===== src/rtl/mux_arb_rr.sv =====
// mux_arb_rr: N-channel, W-bit arbitrating multiplexer with val/rdy handshakes.
// A round-robin arbiter (or a forced fixed select) picks one requesting channel
// per cycle. The winning message is captured into a one-entry output register.
module mux_arb_rr #(
    parameter  int p_nchannels = 8,
    parameter  int p_nbits     = 32,
    localparam int p_selbits   = $clog2(p_nchannels)
) (
    input  logic                           clk,
    input  logic                           reset,
    input  logic [p_nchannels-1:0]         in_val,
    output logic [p_nchannels-1:0]         in_rdy,
    input  logic [p_nchannels*p_nbits-1:0] in_msg,
    input  logic                           fixed_en,
    input  logic [p_selbits-1:0]           fixed_sel,
    output logic                           out_val,
    input  logic                           out_rdy,
    output logic [p_nbits-1:0]             out_msg,
    output logic [p_selbits-1:0]           out_sel
);

    logic                 acc;
    logic                 has_win;
    logic [p_selbits-1:0] win;
    logic [p_selbits-1:0] ptr;
    logic [p_selbits-1:0] ptr_next;
    int unsigned          rr_idx;

    // Winner selection: fixed select when forced, else first requester from ptr.
    always_comb begin
        has_win = 1'b0;
        win     = '0;
        rr_idx  = 0;
        if (fixed_en) begin
            // Compare against each legal index so an out-of-range select never wins.
            for (int unsigned i = 0; i < p_nchannels; i++) begin
                if (fixed_sel == p_selbits'(i) && in_val[i]) begin
                    has_win = 1'b1;
                    win     = p_selbits'(i);
                end
            end
        end else begin
            for (int unsigned k = 0; k < p_nchannels; k++) begin
                rr_idx = (int'(ptr) + k) % p_nchannels;
                if (!has_win && in_val[rr_idx]) begin
                    has_win = 1'b1;
                    win     = p_selbits'(rr_idx);
                end
            end
        end
    end

    // Grant: one-hot on the winner whenever the output stage can accept.
    always_comb begin
        acc    = reset && (!out_val || out_rdy);
        in_rdy = '0;
        if (acc && has_win) begin
            in_rdy[win] = 1'b1;
        end
        ptr_next = (int'(win) == p_nchannels - 1) ? '0 : win + 1'b1;
    end

    // Output register and priority pointer update.
    always_ff @(posedge clk) begin
        if (!reset) begin
            out_val <= 1'b0;
            out_msg <= '0;
            out_sel <= '0;
            ptr     <= '0;
        end else if (acc && has_win) begin
            out_val <= 1'b1;
            out_msg <= in_msg[int'(win)*p_nbits +: p_nbits];
            out_sel <= win;
            if (!fixed_en) begin
                ptr <= ptr_next;
            end
        end else if (out_rdy) begin
            out_val <= 1'b0;
        end
    end

endmodule


===== config.mk =====
export PLATFORM = sky130hd
export DESIGN_NAME = mux_arb_rr
export DESIGN_NICKNAME = d
export VERILOG_FILES = /design/src/rtl/mux_arb_rr.sv
export SDC_FILE = /design/constraint.sdc
export NUM_CORES = 1
export LEC_CHECK = 0
export ABC_AREA = 1
export BUFFER_PORTS_ARGS = -buffer_cell sky130_fd_sc_hd__buf_2
export CAP_MARGIN = 0
export CORE_MARGIN = 5
export CORE_UTILIZATION = 41
export CTS_CLUSTER_SIZE = 24
export DETAILED_ROUTE_END_ITERATION = 6
export PLACE_DENSITY = 0.9
export SYNTH_ARGS = -nofsm -noshare
export SYNTH_HDL_FRONTEND = slang
export SYNTH_SLANG_ARGS = --single-unit

===== constraint.sdc =====
create_clock -name clk -period 4.2 [get_ports clk]
set_clock_uncertainty 0.1 [all_clocks]
set_input_delay 1.26 -clock clk [delete_from_list [all_inputs] [get_ports clk]]
set_output_delay 1.26 -clock clk [all_outputs]
set_load 0.1 [all_outputs]

==> results.toml, run 1 <==
[setup_path]
timing.critical_path.mode_cell = "sky130_fd_sc_hd__nor2_4"
cp.arrival_ns = 3.32
max_stage_delay_ns = 0.21
worst-path-max-fanout = 4
crit_type = "in2out"
end_kind = "output pin"
path_delay_family = "simple AND/OR/NAND/NOR gates"
sequence_of_cells_on_the_critical_path = "buf_6, nand2_4, nand3_2, nand3_2, nand2_4, nor2_4, buf_6, nand4_4, nor2_4, nand2_2, o21ai_4, o21bai_4, nor2_4, clkinvlp_4, nor2_4, buf_12"
critPathRequiredTime_ns = 2.84
startpoint_type = "primary input"
critical_path.n_buffers_inverters = 4
timing.critical_path.slowest_stage_cell = "sky130_fd_sc_hd__clkinvlp_4"

[clock_network]
numCtsBuffers = 5
postCtsHoldBufs = 0
h-tree-depth = 2
clk_pin_slew_ns = 0.06
worst_skew_late_latency_ns = 0.28
cts_root_buffer = "sky130_fd_sc_hd__clkbuf_16"
cts.path.max_buffers = 2
cts_tree = "yes"
tritoncts_num_sinks = 39

[global_routing]
grt_overflow = 0
grt_first_pass_wirelength_mm = 34.4
grt_start_max_net_pins = 129
grt_pass1_vias = 6999
grt_use_total = 0.266
number_of_antenna_violations_at_the_first_check_in_global_routing = 1

[sta]
period_minus_slack_ns = 4.68
timing.max_slew.rel_slack = 0.534
finalCritPeriodShare = 1.11
final_hold_viol_count = 0
fin_tns_setup_ns = -3.66
setup_viol_count_final = 8
unrepaired_setup_endpoints_after_global_routing = "true"
finalMaxSlewViolations = 0
actual_slew_at_the_worst_max_slew_pin_ns = 0.699
final.setup.worst_slack_ns = -0.479
fmax_mhz = 214

[synth]
number_of_synthesized_register_bits = 39
synth_cells = 1079
synth_area_per_cell_um2 = 4.96
synth_fp_nets = 1352
synthesis.area_um2 = 5350
synthDistinctLibCells = 32
synth_seq_area_share = 0.146
ys_warn_count = 0

[outcome]
violated_checks = "negative setup slack"
status = "finished, violations left"

[floorplan]
core_um2 = 12700
die_width_um = 124
boundaryPins = 315
die_h_um = 124
die_area_um2 = 15400
starting_density_of_the_core = 0.421
row_count = 41

[worst_hold_path]
min-delay-path-class = "reg2reg"

[place]
place_hpwl_mm = 17.1
place_inst = 1521
routabilityCongestion = 0.948
numPortBuffers = 314
dp_slack_ns = -0.496

[pwr]
vdd_ir_drop_max_v = 0.000234
p_per_area_nw_per_um2 = 348
power.static_leakage_nw = 4.85
p_total_mw = 2.69

[route]
post_drt_wl_per_cell_um = 14.6
num_vias = 7794
ant_nets = 0
detailedRoute.firstIterationViolations = 644
drt_first_pass_iters = 5
drt-vias-per-instance = 5.05
postRouteWirelength_mm = 22.5
drc_violations_left = 0

[run]
maxCapViolations = 0

[finish]
multi_input_comb_area_um2 = 4210
postLayoutCoreUtil = 0.608
filler_cell_count = 1308
layoutNonFillerInstCount = 1542
final-seq-area_um2 = 781
drive_above_1_share = 0.332
nets = 1641
syn_to_final_growth_pct = 44.5
[power by group]
part / internal (mW) / switching, mW
clock: 0.340 / 0.154
combinational: 0.529 / 1.23
sequential: 0.415 / 0.0266
total: 1.28 / 1.41
[per-stage QoR]
stage          hold slack (ns)  cell area [um^2]
2_1_floorplan            0.537              5540
3_3_place_gp             0.366              7210
3_5_place_dp             0.382              7210
4_1_cts                  0.391              7580
5_1_grt                  0.439              7730
6_report                 0.397              7730
[layout by cell type, fill, tap and decap left out]
cell,count
sky130_fd_sc_hd__o21ai_4,1
sky130_fd_sc_hd__a21oi_1,5
sky130_fd_sc_hd__inv_2,5
sky130_fd_sc_hd__buf_2,298
sky130_fd_sc_hd__ha_1,2
sky130_fd_sc_hd__nand3_4,3
sky130_fd_sc_hd__nand4_4,1
sky130_fd_sc_hd__xor2_1,1
sky130_fd_sc_hd__nor3_1,1
sky130_fd_sc_hd__inv_1,57
sky130_fd_sc_hd__o21ai_1,1
sky130_fd_sc_hd__nand2_2,26
sky130_fd_sc_hd__nand2_1,596
sky130_fd_sc_hd__dfxtp_1,39
sky130_fd_sc_hd__buf_6,6
sky130_fd_sc_hd__xnor2_2,2
sky130_fd_sc_hd__o21bai_4,1
sky130_fd_sc_hd__nor2_1,15
sky130_fd_sc_hd__nand3_2,15
sky130_fd_sc_hd__nand4_1,6
sky130_fd_sc_hd__bufinv_16,2
sky130_fd_sc_hd__nand2_4,16
sky130_fd_sc_hd__buf_12,9
sky130_fd_sc_hd__xor2_2,1
sky130_fd_sc_hd__o2111ai_2,1
sky130_fd_sc_hd__o21ai_0,7
sky130_fd_sc_hd__diode_2,1
sky130_fd_sc_hd__clkbuf_16,5
sky130_fd_sc_hd__a31oi_1,3
sky130_fd_sc_hd__clkinvlp_4,3
sky130_fd_sc_hd__nor2_2,2
sky130_fd_sc_hd__buf_8,3
sky130_fd_sc_hd__nand3_1,180
sky130_fd_sc_hd__nor2_4,13
sky130_fd_sc_hd__buf_4,39
sky130_fd_sc_hd__nor3_2,2
sky130_fd_sc_hd__o211ai_1,2
[area by class of cell]
class                   instances  share of cell area
multi-input cells             903               0.545
repair buffers                355               0.269
flip-flops and latches         39               0.101
inverters                      64              0.0320
well taps                     172              0.0278
clock buffers                   5              0.0162
clock inverters                 3             0.00874
diodes                          1            0.000324
[cell families after synthesis]
family	after synthesis	share of synthesized area
AND/OR/NAND/NOR	876	0.682
buffers and inverters	137	0.134
flip-flops	39	0.146
AO/OA/AOI/OAI	21	0.0224
XOR/XNOR	4	0.0108
adder cells (fa/ha/maj)	2	0.00468
[registers in the layout (all words and copies together), names as in the netlist]
signal	flops
out_msg	32
out_val	1
out_sel	3
ptr	3
[worst paths after layout]
path	depth (start not counted)	slack, ns	to	start
max	16	-0.48	in_rdy[4]	in_val[6]
min	2	0.40	out_sel[1]	out_sel[1]
max reg2reg	24	0.49	out_msg[21]	ptr[0]
min reg2reg	2	0.40	out_sel[1]	out_sel[1]
[worst min-delay path: stages (launching register included)]
cell	delay, ns
sky130_fd_sc_hd__dfxtp_1	0.33
sky130_fd_sc_hd__o211ai_1	0.09
sky130_fd_sc_hd__inv_1	0.05
[per-layer routing]
metal	GRT usage	wire length (um)	vias to the layer above
li1	-	-	3933
met1	0.298	8470	3419
met2	0.488	11400	378
met3	0.0446	1550	64
met4	0.122	1070	0
met5	0	0	-
[synth_stat cells]
| master | count | share of area |
|---|---|---|
| sky130_fd_sc_hd__a21oi_1 | 5 | 0.0047 |
| sky130_fd_sc_hd__a31oi_1 | 3 | 0.0035 |
| sky130_fd_sc_hd__buf_1 | 2 | 0.0014 |
| sky130_fd_sc_hd__buf_2 | 32 | 0.030 |
| sky130_fd_sc_hd__buf_4 | 8 | 0.011 |
| sky130_fd_sc_hd__buf_6 | 16 | 0.034 |
| sky130_fd_sc_hd__buf_8 | 1 | 0.0028 |
| sky130_fd_sc_hd__clkbuf_1 | 14 | 0.0098 |
| sky130_fd_sc_hd__dfxtp_1 | 39 | 0.15 |
| sky130_fd_sc_hd__ha_1 | 2 | 0.0047 |
| sky130_fd_sc_hd__inv_1 | 61 | 0.043 |
| sky130_fd_sc_hd__inv_2 | 3 | 0.0021 |
| sky130_fd_sc_hd__nand2_1 | 625 | 0.44 |
| sky130_fd_sc_hd__nand2_2 | 12 | 0.014 |
| sky130_fd_sc_hd__nand2_4 | 1 | 0.0021 |
| sky130_fd_sc_hd__nand3_1 | 194 | 0.18 |
| sky130_fd_sc_hd__nand3_2 | 3 | 0.0056 |
| sky130_fd_sc_hd__nand3_4 | 1 | 0.0033 |
| sky130_fd_sc_hd__nand4_1 | 6 | 0.0070 |
| sky130_fd_sc_hd__nand4_2 | 1 | 0.0023 |
| sky130_fd_sc_hd__nor2_1 | 25 | 0.018 |
| sky130_fd_sc_hd__nor2_2 | 3 | 0.0035 |
| sky130_fd_sc_hd__nor2_4 | 2 | 0.0042 |
| sky130_fd_sc_hd__nor3_1 | 3 | 0.0028 |
| sky130_fd_sc_hd__o2111ai_1 | 1 | 0.0016 |
| sky130_fd_sc_hd__o211ai_1 | 2 | 0.0028 |
| sky130_fd_sc_hd__o21ai_0 | 8 | 0.0075 |
| sky130_fd_sc_hd__o21ai_1 | 1 | 0.00093 |
| sky130_fd_sc_hd__o21bai_1 | 1 | 0.0014 |
| sky130_fd_sc_hd__xnor2_2 | 2 | 0.0061 |
| sky130_fd_sc_hd__xor2_1 | 1 | 0.0016 |
| sky130_fd_sc_hd__xor2_2 | 1 | 0.0030 |
[what timing repair did]
item                                    4_1_cts  5_1_grt
buffers inserted                              6        6
pin swaps                                    11       25
gates resized for setup                      36       22
endpoints found under the setup margin        8        8
(Power assumes the default switching activity.)
==> inputs of run 2 (changes only) <==
CORE_MARGIN = 4   (was 5)
SKIP_LAST_GASP = 1   (was unset)
==> run 2 against run 1 <==
The flow still finishes with violations (negative setup slack). Clock power shrank 9.5%. Utilization up 0.39 points. Final area rose by 0.65%. Sequential power about the same. Die area fell by 3.2%. Largest cell class unchanged.
==> results.toml, run 2 (synthesized netlist as in run 1, its figures left out) <==
[floorplan]
row_count = 41
boundaryPins = 315
starting_density_of_the_core = 0.421
die_area_um2 = 14900
die_width_um = 122
core_um2 = 12700
die_h_um = 122

[place]
place_hpwl_mm = 17.0
numPortBuffers = 314
routabilityCongestion = 0.988

[route]
drc_violations_left = 0
ant_nets = 0
num_vias = 7795
drt-vias-per-instance = 5.03
detailedRoute.firstIterationViolations = 595
drt_first_pass_iters = 5
postRouteWirelength_mm = 22.3
post_drt_wl_per_cell_um = 14.4

[setup_path]
critPathRequiredTime_ns = 2.84
max_stage_delay_ns = 0.23
startpoint_type = "primary input"
end_kind = "output pin"
r2r_setup_slack_ns = 0.35
cp.arrival_ns = 3.33
crit_type = "in2out"
timing.critical_path.slowest_stage_cell = "sky130_fd_sc_hd__nor3_2"
r2r.worst_path.cells = 27
sequence_of_cells_on_the_critical_path = "buf_8, nand2_4, nand3_4, nand3_4, nand2_4, nor2_4, buf_6, nand2_4, nor3_2, nor3_2, o2111ai_2, nor2_2, nor2_4, nor2_4, clkinvlp_4, nor2_4, buf_12"
critical_register_to_register_path_startpoint = "ptr[0]"
timing.critical_path.mode_cell = "sky130_fd_sc_hd__nor2_4"
rr_endpoint = "out_msg[21]"
worst-path-max-fanout = 4

[clock_network]
tritoncts_num_sinks = 39
cts.path.max_buffers = 2
clk_pin_slew_ns = 0.06
h-tree-depth = 2
postCtsHoldBufs = 0
cts_tree = "yes"
cts_root_buffer = "sky130_fd_sc_hd__clkbuf_16"
worst_skew_late_latency_ns = 0.28
numCtsBuffers = 5

[finish]
largest_register = "out_msg"
most-common-layout-cells = "sky130_fd_sc_hd__nand2_1, sky130_fd_sc_hd__buf_2, sky130_fd_sc_hd__nand3_1, sky130_fd_sc_hd__inv_1, sky130_fd_sc_hd__buf_4"
mostFrequentLayoutCell = "sky130_fd_sc_hd__nand2_1"
syn_to_final_growth_pct = 45.4
largest_register_ffs = 32
nets = 1648
drive_above_1_share = 0.335
layout_top_registers = "out_msg x32, out_sel x3, ptr x3"

[sta]
period_minus_slack_ns = 4.69
final.setup.worst_slack_ns = -0.486
actual_slew_at_the_worst_max_slew_pin_ns = 0.714
unrepaired_setup_endpoints_after_global_routing = "true"
finalMaxSlewViolations = 0
setup_viol_count_final = 8
finalCritPeriodShare = 1.12
final_hold_viol_count = 0
timing.max_slew.rel_slack = 0.524
fmax_mhz = 213
final_hold_slack_ns = 0.379

[pwr]
vdd_ir_drop_max_v = 0.000212
sw_share = 0.528
p_clk_frac = 0.168
share_comb_of_total_power = 0.665
power_dissipated_by_switching_net_loads_mw = 1.40
share_seq_of_total_power = 0.167
power.static_leakage_nw = 4.89
p_total_mw = 2.66
internal_power_mw = 1.26
p_per_area_nw_per_um2 = 342

[global_routing]
grt_start_max_net_pins = 129
grt_first_pass_wirelength_mm = 33.1
grt_pass1_vias = 6966
number_of_antenna_violations_at_the_first_check_in_global_routing = 1
grt_overflow = 0
grt_use_total = 0.275

[run]
maxCapViolations = 0

[worst_hold_path]
hp-start = "out_val"
min-delay-path-class = "reg2reg"
hold-path-cell-count = 2
worstHoldEndpoint = "out_val"

[outcome]
status = "finished, violations left"
violated_checks = "negative setup slack"
-- run 2: cell count changes in the layout (fill, tap and decap cells not counted), moves of 3 or more --
cell and delta:
sky130_fd_sc_hd__buf_4 +6, sky130_fd_sc_hd__nand2_2 -6, sky130_fd_sc_hd__nand2_1 +5, sky130_fd_sc_hd__nor2_1 -3
-- run 2: layer usage --
| layer | up-vias | wire length, um | track usage | share of wire |
|---|---|---|---|---|
| met5 | - | 0 | 0 | 0 |
| met4 | 0 | 1200 | 0.144 | 0.054 |
| met3 | 71 | 1550 | 0.0382 | 0.070 |
| met2 | 354 | 11200 | 0.495 | 0.50 |
| met1 | 3420 | 8360 | 0.315 | 0.37 |
| li1 | 3950 | - | - | - |
-- run 2: layout make-up --
cell class	count	area, um^2
timing repair buffer	362	2130
fill	1227	4940
clock buffer	6	139
multi-input combinational	903	4220
inverter	64	248
tap	172	215
clock inverter	2	35.0
sequential	39	781
antenna	2	5.00
-- run 2: critical path: cells and delay by family --
kind	cells	cell delay, ns
AO/OA/AOI/OAI	1	0.19
AND/OR/NAND/NOR	12	1.32
buffers and inverters	4	0.56
-- run 2: metrics by stage --
stage	worst slack, ns	setup TNS [ns]	utilization	area (um^2)	std cells
after floorplan	-0.484	-3.77	-	5540	1079
after global placement	-0.447	-3.20	0.569	7240	1525
after detailed placement	-0.437	-3.30	0.569	7240	1525
after CTS	-0.408	-2.99	0.597	7600	1541
after global routing	-0.590	-4.50	0.611	7780	1549
final	-0.486	-3.52	0.612	7780	1550
-- run 2: what timing repair did --
item,4_1_cts,5_1_grt
buffers inserted,8,7
gates resized for setup,32,28
setup endpoints to repair,8,9
pin swaps,28,27
cloned,0,0
-- run 2: worst max-delay path by stage --
stage / from / end / slack, ns / cells after the start
3_3_place_gp: in_val[7] / in_rdy[1] / -0.45 / 16
3_5_place_dp: in_val[7] / in_rdy[7] / -0.44 / 15
5_1_grt: in_val[6] / in_rdy[2] / -0.59 / 17
2_1_floorplan: in_val[7] / in_rdy[1] / -0.48 / 15
4_1_cts: in_val[5] / in_rdy[7] / -0.41 / 15
6_report: in_val[6] / in_rdy[2] / -0.49 / 17
-- run 2: power by group through the flow --
stage / clock, mW / combinational [mW] / sequential, mW
6_report: 0.447 / 1.77 / 0.445
3_3_place_gp: 0 / 1.66 / 0.448
2_1_floorplan: 0 / 0.996 / 0.749
3_5_place_dp: 0 / 1.67 / 0.451
4_1_cts: 0.454 / 1.71 / 0.444
5_1_grt: 0.472 / 1.94 / 0.449
